$ cat src/rtl/mem_port_arbiter_if.sv
// One memory request port: request payload towards a memory, grant and in-order response back.
// A request transfers in the cycle where req and gnt are both high.
// The master holds req and payload until gnt.
// r_valid is a one-cycle pulse with no back-pressure, one per transfer, in order.
interface mem_port_if #(
  parameter int ADDR_WIDTH = 32,
  parameter int DATA_WIDTH = 32,
  parameter int STRB_WIDTH = DATA_WIDTH / 8
);
  logic                  req;
  logic [ADDR_WIDTH-1:0] add;
  logic                  wen;
  logic [DATA_WIDTH-1:0] wdata;
  logic [STRB_WIDTH-1:0] be;
  logic                  gnt;
  logic                  r_valid;
  logic [DATA_WIDTH-1:0] r_rdata;

  modport master (output req, add, wen, wdata, be, input gnt, r_valid, r_rdata);
  modport slave  (input req, add, wen, wdata, be, output gnt, r_valid, r_rdata);
endinterface

$ cat src/rtl/mem_port_arbiter.sv
// Two-requester round-robin arbiter in front of a single memory port.
// Responses are routed back in order through an owner FIFO. The number of outstanding transfers is capped.
module mem_port_arbiter #(
  parameter int ADDR_WIDTH      = 32,
  parameter int DATA_WIDTH      = 32,
  parameter int STRB_WIDTH      = DATA_WIDTH / 8,
  parameter int MAX_OUTSTANDING = 4,
  parameter int CNT_WIDTH       = $clog2(MAX_OUTSTANDING) + 1
) (
  input  logic                 clk,
  input  logic                 reset,
  mem_port_if.slave            m0,
  mem_port_if.slave            m1,
  mem_port_if.master           data,
  output logic [CNT_WIDTH-1:0] outstanding_o,
  output logic                 err_o,
  output logic                 prio_o
);

  localparam int PTR_WIDTH = $clog2(MAX_OUTSTANDING);
  localparam logic [0:0] ID_M0 = 1'b0;
  localparam logic [0:0] ID_M1 = 1'b1;
  localparam logic [CNT_WIDTH-1:0] MAX_CNT = CNT_WIDTH'(MAX_OUTSTANDING);

  logic [0:0]                 prio_q;
  logic [0:0]                 sel;
  logic [MAX_OUTSTANDING-1:0] owner_q;
  logic [PTR_WIDTH-1:0]       wr_ptr_q;
  logic [PTR_WIDTH-1:0]       rd_ptr_q;
  logic [CNT_WIDTH-1:0]       cnt_q;
  logic                       err_q;
  logic                       full;
  logic                       empty;
  logic                       push;
  logic                       pop;
  logic                       head;

  logic [ADDR_WIDTH-1:0]      sel_add;
  logic                       sel_wen;
  logic [DATA_WIDTH-1:0]      sel_wdata;
  logic [STRB_WIDTH-1:0]      sel_be;

  assign full  = (cnt_q == MAX_CNT);
  assign empty = (cnt_q == '0);

  always_comb begin
    sel = ID_M0;
    if (m0.req && m1.req) sel = prio_q;
    else if (m1.req)      sel = ID_M1;
  end

  // full is registered, so a response popping this cycle cannot reopen the port combinationally
  assign data.req = (m0.req | m1.req) & ~full;
  assign push     = data.req & data.gnt;
  assign pop      = data.r_valid & ~empty;
  assign head     = owner_q[rd_ptr_q];

  always_comb begin
    sel_add   = '0;
    sel_wen   = 1'b0;
    sel_wdata = '0;
    sel_be    = '0;
    if (data.req) begin
      if (sel == ID_M1) begin
        sel_add   = m1.add;
        sel_wen   = m1.wen;
        sel_wdata = m1.wdata;
        sel_be    = m1.be;
      end else begin
        sel_add   = m0.add;
        sel_wen   = m0.wen;
        sel_wdata = m0.wdata;
        sel_be    = m0.be;
      end
    end
  end

  assign data.add   = sel_add;
  assign data.wen   = sel_wen;
  assign data.wdata = sel_wdata;
  assign data.be    = sel_be;

  assign m0.gnt     = push & (sel == ID_M0);
  assign m1.gnt     = push & (sel == ID_M1);
  assign m0.r_valid = pop & (head == ID_M0);
  assign m1.r_valid = pop & (head == ID_M1);
  assign m0.r_rdata = data.r_rdata;
  assign m1.r_rdata = data.r_rdata;

  always_ff @(posedge clk) begin
    if (reset) begin
      prio_q   <= ID_M0;
      owner_q  <= '0;
      wr_ptr_q <= '0;
      rd_ptr_q <= '0;
      cnt_q    <= '0;
      err_q    <= 1'b0;
    end else begin
      if (push) begin
        owner_q[wr_ptr_q] <= sel;
        wr_ptr_q          <= wr_ptr_q + PTR_WIDTH'(1);
        prio_q            <= ~sel;
      end
      if (pop) rd_ptr_q <= rd_ptr_q + PTR_WIDTH'(1);
      cnt_q <= cnt_q + CNT_WIDTH'(push) - CNT_WIDTH'(pop);
      // a response with nothing outstanding means memory and arbiter lost sync
      if (data.r_valid && empty) err_q <= 1'b1;
    end
  end

  assign outstanding_o = cnt_q;
  assign err_o         = err_q;
  assign prio_o        = prio_q;

endmodule

$ cat src/flat_wrapper.sv
// flat-port wrapper written by rule: the top's interface ports become plain ports
module mem_port_arbiter_flat 
#(
  parameter int ADDR_WIDTH      = 32,
  parameter int DATA_WIDTH      = 32,
  parameter int STRB_WIDTH      = DATA_WIDTH / 8,
  parameter int MAX_OUTSTANDING = 4,
  parameter int CNT_WIDTH       = $clog2(MAX_OUTSTANDING) + 1
)
  (clk, reset, outstanding_o, err_o, prio_o, m0_req, m0_add, m0_wen, m0_wdata, m0_be, m0_gnt, m0_r_valid, m0_r_rdata, m1_req, m1_add, m1_wen, m1_wdata, m1_be, m1_gnt, m1_r_valid, m1_r_rdata, data_req, data_add, data_wen, data_wdata, data_be, data_gnt, data_r_valid, data_r_rdata);
  mem_port_if #(.ADDR_WIDTH(ADDR_WIDTH), .DATA_WIDTH(DATA_WIDTH), .STRB_WIDTH(STRB_WIDTH)) m0_i ();
  mem_port_if #(.ADDR_WIDTH(ADDR_WIDTH), .DATA_WIDTH(DATA_WIDTH), .STRB_WIDTH(STRB_WIDTH)) m1_i ();
  mem_port_if #(.ADDR_WIDTH(ADDR_WIDTH), .DATA_WIDTH(DATA_WIDTH), .STRB_WIDTH(STRB_WIDTH)) data_i ();
  input  logic clk;
  input  logic reset;
  output logic [CNT_WIDTH-1:0] outstanding_o;
  output logic err_o;
  output logic prio_o;
  input wire logic [$bits(m0_i.req)-1:0] m0_req;
  input wire logic [$bits(m0_i.add)-1:0] m0_add;
  input wire logic [$bits(m0_i.wen)-1:0] m0_wen;
  input wire logic [$bits(m0_i.wdata)-1:0] m0_wdata;
  input wire logic [$bits(m0_i.be)-1:0] m0_be;
  output wire logic [$bits(m0_i.gnt)-1:0] m0_gnt;
  output wire logic [$bits(m0_i.r_valid)-1:0] m0_r_valid;
  output wire logic [$bits(m0_i.r_rdata)-1:0] m0_r_rdata;
  input wire logic [$bits(m1_i.req)-1:0] m1_req;
  input wire logic [$bits(m1_i.add)-1:0] m1_add;
  input wire logic [$bits(m1_i.wen)-1:0] m1_wen;
  input wire logic [$bits(m1_i.wdata)-1:0] m1_wdata;
  input wire logic [$bits(m1_i.be)-1:0] m1_be;
  output wire logic [$bits(m1_i.gnt)-1:0] m1_gnt;
  output wire logic [$bits(m1_i.r_valid)-1:0] m1_r_valid;
  output wire logic [$bits(m1_i.r_rdata)-1:0] m1_r_rdata;
  output wire logic [$bits(data_i.req)-1:0] data_req;
  output wire logic [$bits(data_i.add)-1:0] data_add;
  output wire logic [$bits(data_i.wen)-1:0] data_wen;
  output wire logic [$bits(data_i.wdata)-1:0] data_wdata;
  output wire logic [$bits(data_i.be)-1:0] data_be;
  input wire logic [$bits(data_i.gnt)-1:0] data_gnt;
  input wire logic [$bits(data_i.r_valid)-1:0] data_r_valid;
  input wire logic [$bits(data_i.r_rdata)-1:0] data_r_rdata;
  assign m0_i.req = m0_req;
  assign m0_i.add = m0_add;
  assign m0_i.wen = m0_wen;
  assign m0_i.wdata = m0_wdata;
  assign m0_i.be = m0_be;
  assign m0_gnt = m0_i.gnt;
  assign m0_r_valid = m0_i.r_valid;
  assign m0_r_rdata = m0_i.r_rdata;
  assign m1_i.req = m1_req;
  assign m1_i.add = m1_add;
  assign m1_i.wen = m1_wen;
  assign m1_i.wdata = m1_wdata;
  assign m1_i.be = m1_be;
  assign m1_gnt = m1_i.gnt;
  assign m1_r_valid = m1_i.r_valid;
  assign m1_r_rdata = m1_i.r_rdata;
  assign data_req = data_i.req;
  assign data_add = data_i.add;
  assign data_wen = data_i.wen;
  assign data_wdata = data_i.wdata;
  assign data_be = data_i.be;
  assign data_i.gnt = data_gnt;
  assign data_i.r_valid = data_r_valid;
  assign data_i.r_rdata = data_r_rdata;
  mem_port_arbiter #(.ADDR_WIDTH(ADDR_WIDTH), .DATA_WIDTH(DATA_WIDTH), .STRB_WIDTH(STRB_WIDTH), .MAX_OUTSTANDING(MAX_OUTSTANDING), .CNT_WIDTH(CNT_WIDTH)) u_core (.clk(clk), .reset(reset), .m0(m0_i), .m1(m1_i), .data(data_i), .outstanding_o(outstanding_o), .err_o(err_o), .prio_o(prio_o));
endmodule
$ cat config.mk
export PLATFORM = sky130hd
export DESIGN_NAME = mem_port_arbiter_flat
export DESIGN_NICKNAME = d
export VERILOG_FILES = /design/src/rtl/mem_port_arbiter_if.sv /design/src/rtl/mem_port_arbiter.sv /design/src/flat_wrapper.sv
export SDC_FILE = /design/constraint.sdc
export NUM_CORES = 1
export LEC_CHECK = 0
export CAP_MARGIN = 10
export CELL_PAD_IN_SITES_DETAIL_PLACEMENT = 1
export CELL_PAD_IN_SITES_GLOBAL_PLACEMENT = 1
export CORE_ASPECT_RATIO = 0.75
export CORE_MARGIN = 3
export CORE_UTILIZATION = 17
export DETAILED_ROUTE_END_ITERATION = 16
export PLACE_DENSITY = 0.88
export RECOVER_POWER = 50
export SETUP_SLACK_MARGIN = 0.2
export SLEW_MARGIN = 15
export SYNTH_ARGS = -nofsm -noshare
export SYNTH_HDL_FRONTEND = slang
export SYNTH_SLANG_ARGS = --single-unit
$ cat constraint.sdc
create_clock -name clk -period 3.65 [get_ports clk]
set_clock_uncertainty 0.05 [all_clocks]
set_input_delay 0.73 -clock clk [delete_from_list [all_inputs] [get_ports clk]]
set_output_delay 0.73 -clock clk [all_outputs]
set_load 0.02 [all_outputs]
==> impl_metrics.tcl <==
set metrics [dict create \
    status "finished clean" \
    p_leak_nw 2.210 \
    coreArea_sq_mm 0.01479 \
    cellPowerDensity_mw_per_mm2 347.0 \
    final_cells 714 \
    wl_met3_microns 1484 \
    start_kind "input pin" \
    cts_setup_buffers 0 \
    final_core_util_pct 31.69 \
    cts_max_level 1 \
    grt_use_total_pct 12.45 \
    power_w 0.001626 \
    start_util_pct 17.74 \
    synthFlopType "dfxtp_1" \
    nFillCells 1752 \
    clk_path_buf_depth 2 \
    ys_types 32 \
    wire_per_inst_microns 16.34 \
    required_ps 2870 \
    setup_viol_count_final 0 \
    routed_wl_microns 11670 \
    grt_start_max_net_pins 77 \
    fin_nets 698 \
    numPortBuffers 222 \
    finalHoldViolations 0 \
    die_area_sq_mm 0.01697 \
    top_layer_used "met4" \
    ctsResizeCount 21 \
    final_antenna_net_count 0 \
    tightest_slew_ps 537.0 \
    wl_met1_microns 4782 \
    clock_latency_ps 240 \
    drt-initial-drc-count 104 \
    synth_area_sq_mm 0.002623 \
    num_rows 38 \
    rr_worst_depth 9 \
    grt_overflow 0 \
    ios 319 \
    ctsHoldBuffers 0 \
    clk_pin_slew_ps 50 \
    avgSynthCellArea_sq_um 6.794 \
    synthCells 386 \
    rsz0062_at_grt "true" \
    worstPathArrival_ps 2680 \
    synth-edff-count 0 \
    clock_sinks 13 \
    die_y_microns 113.6 \
    setup_tns_ps 0 \
    post-place-cells 710 \
    numCtsBuffers 3 \
    ys_seq_area_share_pct 9.924 \
    min_period_over_period_pct 94.92 \
    end_kind "primary output" \
    syn_to_final_growth_pct 78.67 \
    peakVddDrop_mv 0.1991 \
    slew_violations 0 \
    holdPathStages 2 \
    worstSetupPathType "input pin to primary output" \
    final_common_cell "clkdlybuf4s50_1" \
    grt_pass1_vias 3305 \
    layout-drive-gt1-share_pct 3.307 \
    post-route-min-period_ps 3464 \
    die_width_microns 149.4 \
    routed-wl-met2_microns 5324 \
    n_antenna_cell 0 \
    crit_fanout 76 \
    async_flop_share_pct 0 \
    via_per_inst 4.566 \
    syn_nets 569 \
    ys_seq_elements 13 \
    vias 3260 \
    cts-root-buf "clkbuf_16" \
    dp_hpwl_microns 8630 \
    grt_pass1_wl_microns 17480 \
    hold_path.class "flip-flop to flip-flop" \
    firstDrtPassIters 4 \
    maxCapViolCount 0 \
    ys_warn_count 0 \
    gp_congestion 0.7349 \
    antenna_found_initial 0 \
    layout_common_cells "clkdlybuf4s50_1, a21oi_1, o21ai_0, nand3b_1, dlymetal6s2s_1" \
    tritoncts "built" \
    clock.fmax_mhz 288.6 \
    drc 0 \
    slew_headroom_pct 63.89 \
    r2r_slack_ps 1190 \
]
## report_power, final
group          switching [W]  internal (W)
sequential         0.0000359      0.000173
clock              0.0000637      0.000148
combinational       0.000628      0.000578
## critical path: stages
cell             delay (ps)
clkdlybuf4s50_1         560
and2b_4                 230
buf_16                  220
o21ai_0                 120
a21oi_1                 160
clkdlybuf4s50_1         610
## path summary, 6_finish.rpt
kind                                        endpoint                          startpoint
setup reg to reg  u_core.outstanding_o[2]$_SDFF_PP0_  u_core.outstanding_o[1]$_SDFF_PP0_
setup / recovery                       data_wdata[3]                              m0_req
hold / removal             u_core.err_o$_SDFFE_PP0P_           u_core.err_o$_SDFFE_PP0P_
hold reg to reg            u_core.err_o$_SDFFE_PP0P_           u_core.err_o$_SDFFE_PP0P_
## flip-flops by register name (all words and copies together) (netlist names)
| register | cells |
|---|---|
| u_core.owner_q | 4 |
| u_core.outstanding_o | 3 |
| u_core.rd_ptr_q | 2 |
| u_core.wr_ptr_q | 2 |
| u_core.err_o | 1 |
| u_core.prio_o | 1 |
## per-stage QoR
| step | worst slack (ps) | instance area (sq um) | hold slack [ps] |
|---|---|---|---|
| after floorplan | 1045 | 2623 | 396.2 |
| after global routing | 97.89 | 4686 | 449.8 |
| after CTS | 201.9 | 4566 | 439.2 |
| after detailed placement | 144.1 | 4513 | 423.7 |
| final | 185.6 | 4686 | 437.1 |
| after global placement | 164.2 | 4513 | 408.8 |
## synth_stat cells, types with 2 or more instances
cell type	count	area [sq um]
a21oi_1	71	355.3
buf_2	2	10.01
buf_4	66	495.5
buf_6	7	78.83
clkbuf_1	28	105.1
dfxtp_1	13	260.3
ha_1	6	75.07
inv_1	9	33.78
mux2i_1	5	50.05
nand2b_1	7	43.79
nand3_1	4	20.02
nand3b_1	69	518.0
nor2_1	6	22.52
nor2b_1	3	18.77
nor3_1	2	10.01
o21a_1	2	15.01
o21ai_0	69	345.3
xnor2_1	2	17.52
xor2_1	2	17.52
## layout make-up
| type | count | area, sq um | area share, % |
|---|---|---|---|
| timing repair buffer | 228 | 2419 | 51.62 |
| multi-input combinational | 260 | 1644 | 35.09 |
| sequential | 13 | 260.3 | 5.554 |
| tap | 200 | 250.2 | 5.340 |
| clock buffer | 4 | 78.83 | 1.682 |
| inverter | 9 | 33.78 | 0.7210 |
## metal layers
metal / up-vias / GRT usage, %
met1: 1521 / 15.04
met5: - / 0
li1: 1544 / -
met3: 14 / 5.560
met4: 0 / 1.768
met2: 181 / 20.99
## logic make-up (layout without fill, tap and decap cells)
group / Yosys count / count (layout) / share of synthesized area, %
buffers and inverters: 113 / 241 / 27.77
AND/OR/NAND/NOR: 97 / 97 / 26.15
adder cells (fa/ha/maj): 7 / 7 / 3.626
AO/OA/AOI/OAI: 146 / 146 / 28.43
XOR/XNOR: 4 / 4 / 1.336
multiplexers: 6 / 6 / 2.767
flip-flops: 13 / 13 / 9.924
Note: power is estimated with default switching activity, not from simulation.
